[config.mk]
export PLATFORM = sky130hd
export DESIGN_NAME = alu_issue_decoder
export DESIGN_NICKNAME = d
export VERILOG_FILES = /design/src/rtl/alu_pkg.sv /design/src/rtl/alu_imm_gen.sv /design/src/rtl/alu_issue_decoder.sv
export SDC_FILE = /design/constraint.sdc
export NUM_CORES = 1
export LEC_CHECK = 0
export ABC_AREA = 1
export CAP_MARGIN = 5
export CORE_MARGIN = 8
export CORE_UTILIZATION = 32
export DETAILED_ROUTE_END_ITERATION = 6
export GPL_TIMING_DRIVEN = 0
export HOLD_SLACK_MARGIN = 0.12
export MAX_ROUTING_LAYER = met4
export PLACE_DENSITY = 0.63
export SLEW_MARGIN = 20
export SYNTH_ARGS = -nofsm -noshare
export SYNTH_HDL_FRONTEND = slang
export SYNTH_SLANG_ARGS = --single-unit
[constraint.sdc]
create_clock -name clk_i -period 1.5 [get_ports clk_i]
set_input_delay 0.375 -clock clk_i [delete_from_list [all_inputs] [get_ports clk_i]]
set_output_delay 0.375 -clock clk_i [all_outputs]
set_load 0.01 [all_outputs]
[src/rtl/alu_pkg.sv]
// Shared definitions for the ALU issue decoder: ALU op codes, RV32 opcode
// constants, buffer state encoding and the decoded-op record.
package alu_pkg;

  localparam int DATA_W = 32;

  typedef enum logic [3:0] {
    ALU_ADD = 4'b0000,
    ALU_SUB = 4'b0001,
    ALU_SLL = 4'b0010,
    ALU_XOR = 4'b0011,
    ALU_SRL = 4'b0100,
    ALU_SRA = 4'b0101,
    ALU_OR  = 4'b0110,
    ALU_AND = 4'b0111,
    ALU_BLT = 4'b1000,
    ALU_BGE = 4'b1001
  } alu_op_e;

  localparam logic [6:0] OPC_OP     = 7'b0110011;
  localparam logic [6:0] OPC_OP_IMM = 7'b0010011;
  localparam logic [6:0] OPC_LOAD   = 7'b0000011;
  localparam logic [6:0] OPC_STORE  = 7'b0100011;
  localparam logic [6:0] OPC_LUI    = 7'b0110111;
  localparam logic [6:0] OPC_BRANCH = 7'b1100011;

  typedef enum logic [1:0] {
    ST_EMPTY = 2'b00,
    ST_ONE   = 2'b01,
    ST_FULL  = 2'b10
  } state_e;

  typedef struct packed {
    alu_op_e           ctrl;
    logic [DATA_W-1:0] data1;
    logic [DATA_W-1:0] data2;
    logic              illegal;
  } issue_op_t;

endpackage

[src/rtl/alu_imm_gen.sv]
// Immediate extraction for the ALU issue decoder. Purely combinational:
// produces the sign-extended I/S immediates, the U immediate and the
// zero-extended shift amount from the upper instruction bits.
module alu_imm_gen
  import alu_pkg::*;
(
  input  logic [31:7]       instr_bits,
  output logic [DATA_W-1:0] imm_itype,
  output logic [DATA_W-1:0] imm_stype,
  output logic [DATA_W-1:0] imm_utype,
  output logic [DATA_W-1:0] imm_shamt
);

  assign imm_itype = {{20{instr_bits[31]}}, instr_bits[31:20]};
  assign imm_stype = {{20{instr_bits[31]}}, instr_bits[31:25], instr_bits[11:7]};
  assign imm_utype = {instr_bits[31:12], 12'b0};
  assign imm_shamt = {27'b0, instr_bits[24:20]};

endmodule

[src/rtl/alu_issue_decoder.sv]
// ALU issue decoder: decodes an RV32 instruction into an ALU op code and
// two operands, and buffers decoded ops in an output register plus one
// skid register so that ready_o can be fully registered.
// Optional feature macro: RV_BRANCH_CMP_EN -- when defined, BLT/BGE branches
// emit the dedicated compare codes; otherwise every legal branch emits SUB.
module alu_issue_decoder
  import alu_pkg::*;
#(
  parameter int XLEN = 32
) (
  input  logic            clk_i,
  input  logic            rst_n_i,
  input  logic            flush_i,
  input  logic            valid_i,
  output logic            ready_o,
  input  logic [XLEN-1:0] instr_i,
  input  logic [XLEN-1:0] rs1_data_i,
  input  logic [XLEN-1:0] rs2_data_i,
  output logic            valid_o,
  input  logic            ready_i,
  output logic [3:0]      ALUCtrl_o,
  output logic [XLEN-1:0] data1_o,
  output logic [XLEN-1:0] data2_o,
  output logic            illegal_o
);

  logic [6:0]        opcode;
  logic [2:0]        funct3;
  logic [XLEN-1:0]   imm_itype;
  logic [XLEN-1:0]   imm_stype;
  logic [XLEN-1:0]   imm_utype;
  logic [XLEN-1:0]   imm_shamt;
  alu_op_e           dec_op;
  logic [XLEN-1:0]   dec_d1;
  logic [XLEN-1:0]   dec_d2;
  logic              dec_bad;
  issue_op_t         dec;

  state_e            state;
  issue_op_t         out_q;
  issue_op_t         skid_q;
  logic              valid_q;
  logic              ready_q;
  logic              accept;
  logic              drain;

  assign opcode = instr_i[6:0];
  assign funct3 = instr_i[14:12];

  alu_imm_gen u_imm_gen (
    .instr_bits (instr_i[31:7]),
    .imm_itype  (imm_itype),
    .imm_stype  (imm_stype),
    .imm_utype  (imm_utype),
    .imm_shamt  (imm_shamt)
  );

  // Decode opcode/funct3 into an ALU op and operands; unsupported encodings collapse to a zeroed ADD flagged illegal.
  always_comb begin
    dec_bad = 1'b0;
    dec_op  = ALU_ADD;
    dec_d1  = rs1_data_i;
    dec_d2  = rs2_data_i;
    case (opcode)
      OPC_OP: begin
        case (funct3)
          3'b000:  dec_op = instr_i[30] ? ALU_SUB : ALU_ADD;
          3'b001:  dec_op = ALU_SLL;
          3'b100:  dec_op = ALU_XOR;
          3'b101:  dec_op = instr_i[30] ? ALU_SRA : ALU_SRL;
          3'b110:  dec_op = ALU_OR;
          3'b111:  dec_op = ALU_AND;
          default: dec_bad = 1'b1;
        endcase
      end
      OPC_OP_IMM: begin
        dec_d2 = imm_itype;
        case (funct3)
          3'b000:  dec_op = ALU_ADD;
          3'b001: begin
            dec_op = ALU_SLL;
            dec_d2 = imm_shamt;
          end
          3'b100:  dec_op = ALU_XOR;
          3'b101: begin
            dec_op = instr_i[30] ? ALU_SRA : ALU_SRL;
            dec_d2 = imm_shamt;
          end
          3'b110:  dec_op = ALU_OR;
          3'b111:  dec_op = ALU_AND;
          default: dec_bad = 1'b1;
        endcase
      end
      OPC_LOAD:  dec_d2 = imm_itype;
      OPC_STORE: dec_d2 = imm_stype;
      OPC_LUI: begin
        dec_d1 = '0;
        dec_d2 = imm_utype;
      end
      OPC_BRANCH: begin
        case (funct3)
          3'b000, 3'b001: dec_op = ALU_SUB;
`ifdef RV_BRANCH_CMP_EN
          3'b100:  dec_op = ALU_BLT;
          3'b101:  dec_op = ALU_BGE;
`else
          3'b100, 3'b101: dec_op = ALU_SUB;
`endif
          default: dec_bad = 1'b1;
        endcase
      end
      default: dec_bad = 1'b1;
    endcase
    if (dec_bad) begin
      dec_op = ALU_ADD;
      dec_d1 = '0;
      dec_d2 = '0;
    end
    dec.ctrl    = dec_op;
    dec.data1   = dec_d1;
    dec.data2   = dec_d2;
    dec.illegal = dec_bad;
  end

  assign accept = valid_i & ready_q;
  assign drain  = valid_q & ready_i;

  // Output/skid buffer FSM; valid and ready are registered alongside the state, and flush overrides any handshake.
  always_ff @(posedge clk_i or negedge rst_n_i) begin
    if (!rst_n_i) begin
      state   <= ST_EMPTY;
      valid_q <= 1'b0;
      ready_q <= 1'b0;
      out_q   <= '0;
      skid_q  <= '0;
    end else if (flush_i) begin
      state   <= ST_EMPTY;
      valid_q <= 1'b0;
      ready_q <= 1'b1;
    end else begin
      case (state)
        ST_EMPTY: begin
          ready_q <= 1'b1;
          if (accept) begin
            out_q   <= dec;
            valid_q <= 1'b1;
            state   <= ST_ONE;
          end
        end
        ST_ONE: begin
          if (accept && drain) begin
            out_q <= dec;
          end else if (accept) begin
            skid_q  <= dec;
            ready_q <= 1'b0;
            state   <= ST_FULL;
          end else if (drain) begin
            valid_q <= 1'b0;
            state   <= ST_EMPTY;
          end
        end
        ST_FULL: begin
          if (drain) begin
            out_q   <= skid_q;
            ready_q <= 1'b1;
            state   <= ST_ONE;
          end
        end
        default: begin
          valid_q <= 1'b0;
          ready_q <= 1'b1;
          state   <= ST_EMPTY;
        end
      endcase
    end
  end

  assign ready_o   = ready_q;
  assign valid_o   = valid_q;
  assign ALUCtrl_o = out_q.ctrl;
  assign data1_o   = out_q.data1;
  assign data2_o   = out_q.data2;
  assign illegal_o = out_q.illegal;

endmodule

; ---- Yosys cells after proc, flatten, opt, wreduce, memory -nomap -nowiden
; Cells that the tools add are included.
[word_totals]
inputBits = 101
output_inout_bits = 71
wordCells = 90
rom_bits = 0
latchBits = 0
regBits = 142
ram_bits = 0
n_memories = 0
[classes]
shifts = 0
n_bitwise = 4
n_lt_le_gt_ge = 0
multipliers = 0
n_mux = 37
n_reduce_logical = 14
div_mod_pow = 0
addsub = 0
n_eq_ne = 24
[ops]
columns = cell, n
row1 = 69-bit 2-to-1 mux, 3
row2 = 69-bit case mux with 3 select lines, 1
row3 = 32-bit 2-to-1 mux, 4
row4 = 32-bit case mux with 4 select lines, 1
row5 = "7-bit by 6-bit == test with 1-bit output, second input constant", 3
row6 = "3-bit inequality test, second input constant", 6
row7 = 3-bit case mux with 6 select lines, 1
row8 = 3-bit case mux with 5 select lines, 1
row9 = 1-bit 2-to-1 mux, 14
row10 = "3-bit == test, second input constant", 4
row11 = 2-bit 2-to-1 mux, 6
row12 = 5-bit AND reduction, 2
row13 = 3-bit case mux with 3 select lines, 1
row14 = "2-bit inequality test, second input constant", 4
row15 = 4-bit AND reduction, 2
row16 = "7-bit by 2-bit == test with 1-bit output, second input constant", 1
row17 = "7-bit by 5-bit == test with 1-bit output, second input constant", 1
row18 = "7-bit == test, second input constant", 1
row19 = 1-bit case mux with 3 select lines, 2
row20 = 2-bit case mux with 3 select lines, 1
row21 = 6-bit OR reduction, 1
row22 = 4-bit 2-to-1 mux, 1
row23 = "4-bit inequality test, second input constant", 1
row24 = 2-bit OR reduction, 2
row25 = 13 further kinds, 15

; ---- Depth between registers and ports, before layout
[depth]
word_depth = 7
mapped_depth = 14

; ---- By module
; Synthesis repeated with hierarchy kept, for this count alone.
[hier_totals]
hier_cells = 1503
area_unflattened_um2 = 9505.4
[modules_own_cells]
columns = module, seq_area_each_um2, n_inst, cells_per_inst, area_per_inst_um2
row1 = alu_issue_decoder, 3503.4, 1, 1374, 8540.7
row2 = alu_imm_gen, 0.0, 1, 129, 964.7

; ---- Worst setup path before layout
; OpenSTA, ideal clock, no wires.
[synth_timing]
kind = input port to flip-flop
start = input port instr_i[3]
end = register out_q (netlist bit data2_o[17])
t_arrival_ps = 1447
setup_time_ps = 116
slack_ps = -64
path_buffers = 2
required_time_ps = 1384
stages = 14
path_cell_list = inv_1 > nand2_1 > nor2_4 > nand2_1 > nand2_1 > nand2_1 > nand2_1 > nand2_2 > buf_6 > buf_6 > nand2_1 > nand2_1 > nand2_1 > nand2_1
[synth_via]
elab_chain_len = 6
[synth_rtl]
columns = item, line
row1 = from (decl), alu_issue_decoder.sv:16  ; input logic [XLEN-1:0] instr_i,
row2 = "7-bit by 6-bit == test with 1-bit output, or another cell as far along", alu_issue_decoder.sv:64  ; case (opcode)
row3 = 3-bit OR reduction (no source line) or 2-bit OR reduction (tied branches), n/a
row4 = 1-bit case mux with 3 select lines, alu_issue_decoder.sv:64
row5 = 32-bit 2-to-1 mux (*), alu_issue_decoder.sv:114  ; if (dec_bad) begin
row6 = 69-bit 2-to-1 mux (on tied branches), "alu_issue_decoder.sv:151, alu_issue_decoder.sv:144"
row7 = 69-bit case mux with 3 select lines (*), alu_issue_decoder.sv:141  ; case (state)
row8 = to (signal assigned), alu_issue_decoder.sv:164  ; out_q <= skid_q;
row9 = to (decl), alu_issue_decoder.sv:40  ; issue_op_t out_q;
; Mark *: on every way between the ends. The rest lies on a longest branch, timed or not. The select of a mux whose other input is x is not followed.
; A chain may end at the register's enable or synchronous reset.

; ---- Worst setup path in the final report
[layout_timing]
start = register state[0]
end = register out_q (netlist bit data2_o[14])
[layout_via]
elab_chain_len = 3
[layout_rtl]
columns = item, line
row1 = from (decl), alu_issue_decoder.sv:39  ; state_e state;
row2 = from (signal assigned), alu_issue_decoder.sv:131  ; state <= ST_EMPTY;
row3 = from (signal assigned), alu_issue_decoder.sv:137  ; state <= ST_EMPTY;
row4 = from (signal assigned), alu_issue_decoder.sv:147  ; state <= ST_ONE;
row5 = "2-bit by 1-bit == test with 1-bit output, or another cell as far along", alu_issue_decoder.sv:141
row6 = 2-bit inequality test (no source line) or 3-bit nonzero test (tied branches), n/a
row7 = 5-bit AND reduction (no source line), n/a
; Several ways; a longest one is shown, not always the timed one.

==> reports/qor.txt <==
area share of the largest cell type after synthesis: 0.474
critical path fanouts, max: 7
Yosys warnings: 0
initial antenna violation count: 0
failing checks: negative setup slack
Clock Latency Late Sink: 0.43 ns
Cell variety after synth: 28
Final ANT Viol Nets: 0
Reg2Reg Depth: 10
Detailed Route WL: 28600 um
vias in the first global route: 7861
largest net degree at the start of global routing: 90
Tot GR Track Use: 0.196
fin nets: 1418
die outline width: 168 um
sequential cell area fraction in the yosys report: 0.474
final worst slack: -0.145 ns
CP max stage delay: 0.44 ns
Synth Cell Area: 7390 um^2
area of the multi-input gates: 4400 um^2
Hold Crit Class: primary input to async pin
RD Place Congestion: 0.910
Syn Area/Cell: 6.96 um^2
Antenna diodes: 0
Max VDD drop: 678 uV
Via density: 4.97
maxcap violations: 0
Site Rows: 55
Num CTS Buffers: 17
commonest non-fill, non-tap cell in the layout: nand2_1
core area: 22600 um^2
final hold vios: 0
syn_nets: 1162
worst setup path startpoint: state[0]
Area contributors post-synth: dfrtp_1 (47%), nand2_1 (21%), nor2_1 (8.5%), nand3_1 (5.6%), o21ai_0 (5.4%)
fin crit period: 1.65 ns
fillers: 2007
status: finished with violations
critical-path cell list: inv_4 > nand2_4 > a21oi_4 > o21ai_4 > buf_6 > buf_12 > buf_4 > buf_16 > nand2_1 > o21ai_1
Reg-to-Reg End: data2_o[14]
I/O pin count: 172
design area: 12400 um^2
Pwr Total: 16.8 mW
hold_ws: 0.434 ns
CP endpoint: data2_o[14]
Setup Skew: 0.0101 ns
global-route wire length before repair: 42500 um
RSZ-0062 raised after global routing: yes
critical path data arrival time: 1.97 ns
htree depth: 4
fmax: 0.608 GHz
R2R setup slack: -0.15 ns
Critical Path Slowest Stage Cell: dfrtp_2
Synth Register Bits: 140
Setup Crit Path Kind: flop to flop
endpoints failing setup: 135
critical path required time: 1.82 ns
Worst Setup End Kind: flop
DR DRC count: 0
Power Density: 1350 nW/um^2
Initial DRC Count: 629
TritonCTS clock tree: done
share of layout cells above drive strength 1: 0.326
Tcrit/Tclk final: 1.10
clock slew at reported path FFs: 0.07 ns
Root Driver: clkbuf_16
Syn Inst Count: 1061
RR Startpoint: state[0]
clk buf depth: 2
cell taking the most area after synthesis: dfrtp_1
HPWL Detailed: 18500 um
Sequential Area: 3500 um^2
Leak: 6.41 nW
Buf/Inv on CP: 5
Critical Path Source Type: flop
dpl cell area: 9540 um^2
Die Y: 168 um
pre-CTS WS: -1.06 ns
WL per Instance: 17.7 um
most frequent cells in the layout: nand2_1 (328), dfrtp_1 (139), nor2_1 (94), clkdlybuf4s50_1 (87), nand2_2 (65)
CTS sink cnt: 140
GR Overflow Total: 0
vias: 8021
Top delay family on crit path: buffers and inverters
Die ar.: 28200 um^2
Initial Utilization: 0.326
Detailed Routing Iterations Pass 1: 6
Worst path depth: 10
port bufs: 170
synthesis-to-layout area growth: 68.4%
final slew viol count: 0
-- power by group --
part           switching (mW)  total (mW)  internal, mW
sequential              0.589        5.35          4.76
clock                    1.81        4.46          2.65
combinational            3.66        6.98          3.32
-- worst register-to-register path, stage by stage (launching register included) --
cell and delay (ns):
dfrtp_2 0.44, inv_4 0.10, nand2_4 0.07, a21oi_4 0.17, o21ai_4 0.09, buf_6 0.14
buf_12 0.15, buf_4 0.15, buf_16 0.13, nand2_1 0.05, o21ai_1 0.06
-- registers in the layout, summed over array words and instances (netlist names) --
| name | flops |
|---|---|
| ALUCtrl_o | 3 |
| data1_o | 32 |
| data2_o | 32 |
| illegal_o | 1 |
| ready_o | 1 |
| skid_q | 68 |
| state | 2 |
| valid_o | 1 |
-- metrics by stage --
step	setup TNS [ns]	util	std cells
global placement	-952.91	0.420	1516
finish	-8.53	0.549	1615
CTS	-5.94	0.489	1588
detailed placement	-126.18	0.421	1517
floorplan	-0.839	-	1061
global route	-16.59	0.549	1615
-- cells by family after synthesis --
kind of cell / count (synthesis) / share of synthesized area
and+or+nand+nor: 677 / 0.366
DFF: 140 / 0.474
AOI/OAI and AO/OA: 128 / 0.0886
buffers and inverters: 114 / 0.0695
xor gates and xnor gates: 1 / 0.00119
other: 1 / 0.000508
-- Yosys cell counts --
cell type / count
buf_1: 1
o21ai_0: 80
nand2_2: 2
dfrtp_1: 140
o21bai_1: 1
conb_1: 1
buf_4: 5
clkbuf_1: 28
nand2_1: 411
inv_1: 44
nor2_1: 167
buf_2: 29
or2_2: 1
nor3_1: 3
o21ai_2: 1
nand3_4: 1
xor2_1: 1
nor2_2: 4
a31o_2: 1
o21ai_1: 21
a31oi_1: 1
a21oi_1: 22
a211oi_1: 1
nand3_1: 83
inv_2: 3
buf_6: 4
nand4_1: 3
nor2_4: 2
-- area by class of cell --
class,count,area share
buffer,64,0.0595
clock buffer,18,0.0345
clock inverter,14,0.0147
inverter,47,0.0172
multi-input combinational,808,0.354
sequential,140,0.282
tap,285,0.0287
timing repair buffer,238,0.209
timing repair inverter,1,0.000905
-- layer usage --
metal | up-vias | wire length [um] | track usage
met4 | 0 | 623 | 0.0660
met3 | 46 | 1580 | 0.0419
met5 | - | 0 | -
met2 | 289 | 13800 | 0.301
li1 | 3874 | - | -
met1 | 3812 | 12600 | 0.253
-- repair_timing --
action / CTS / global route
pin swaps: 31 / 115
gates cloned: 9 / 12
hold buffers: 1 / 0
setup endpoints to repair: 208 / 173
setup buffers: 29 / 21
hold endpoints to repair: 51 / 0
gates resized for setup: 309 / 396
-- worst min path at each step --
| stage | slack [ns] | end | from | cells past startpoint |
|---|---|---|---|---|
| final | 0.43 | data2_o[4] | rst_n_i | 2 |
| after global routing | 0.47 | skid_q[16] | rst_n_i | 2 |
| after CTS | 0.44 | data2_o[1] | rst_n_i | 2 |
| after detailed placement | 0.32 | data2_o[1] | rst_n_i | 1 |
| after global placement | 0.46 | data2_o[17] | data2_o[17] | 2 |
| after floorplan | 0.08 | ALUCtrl_o[0] | rst_n_i | 0 |
No activity file was read; power rests on OpenSTA's default activity.
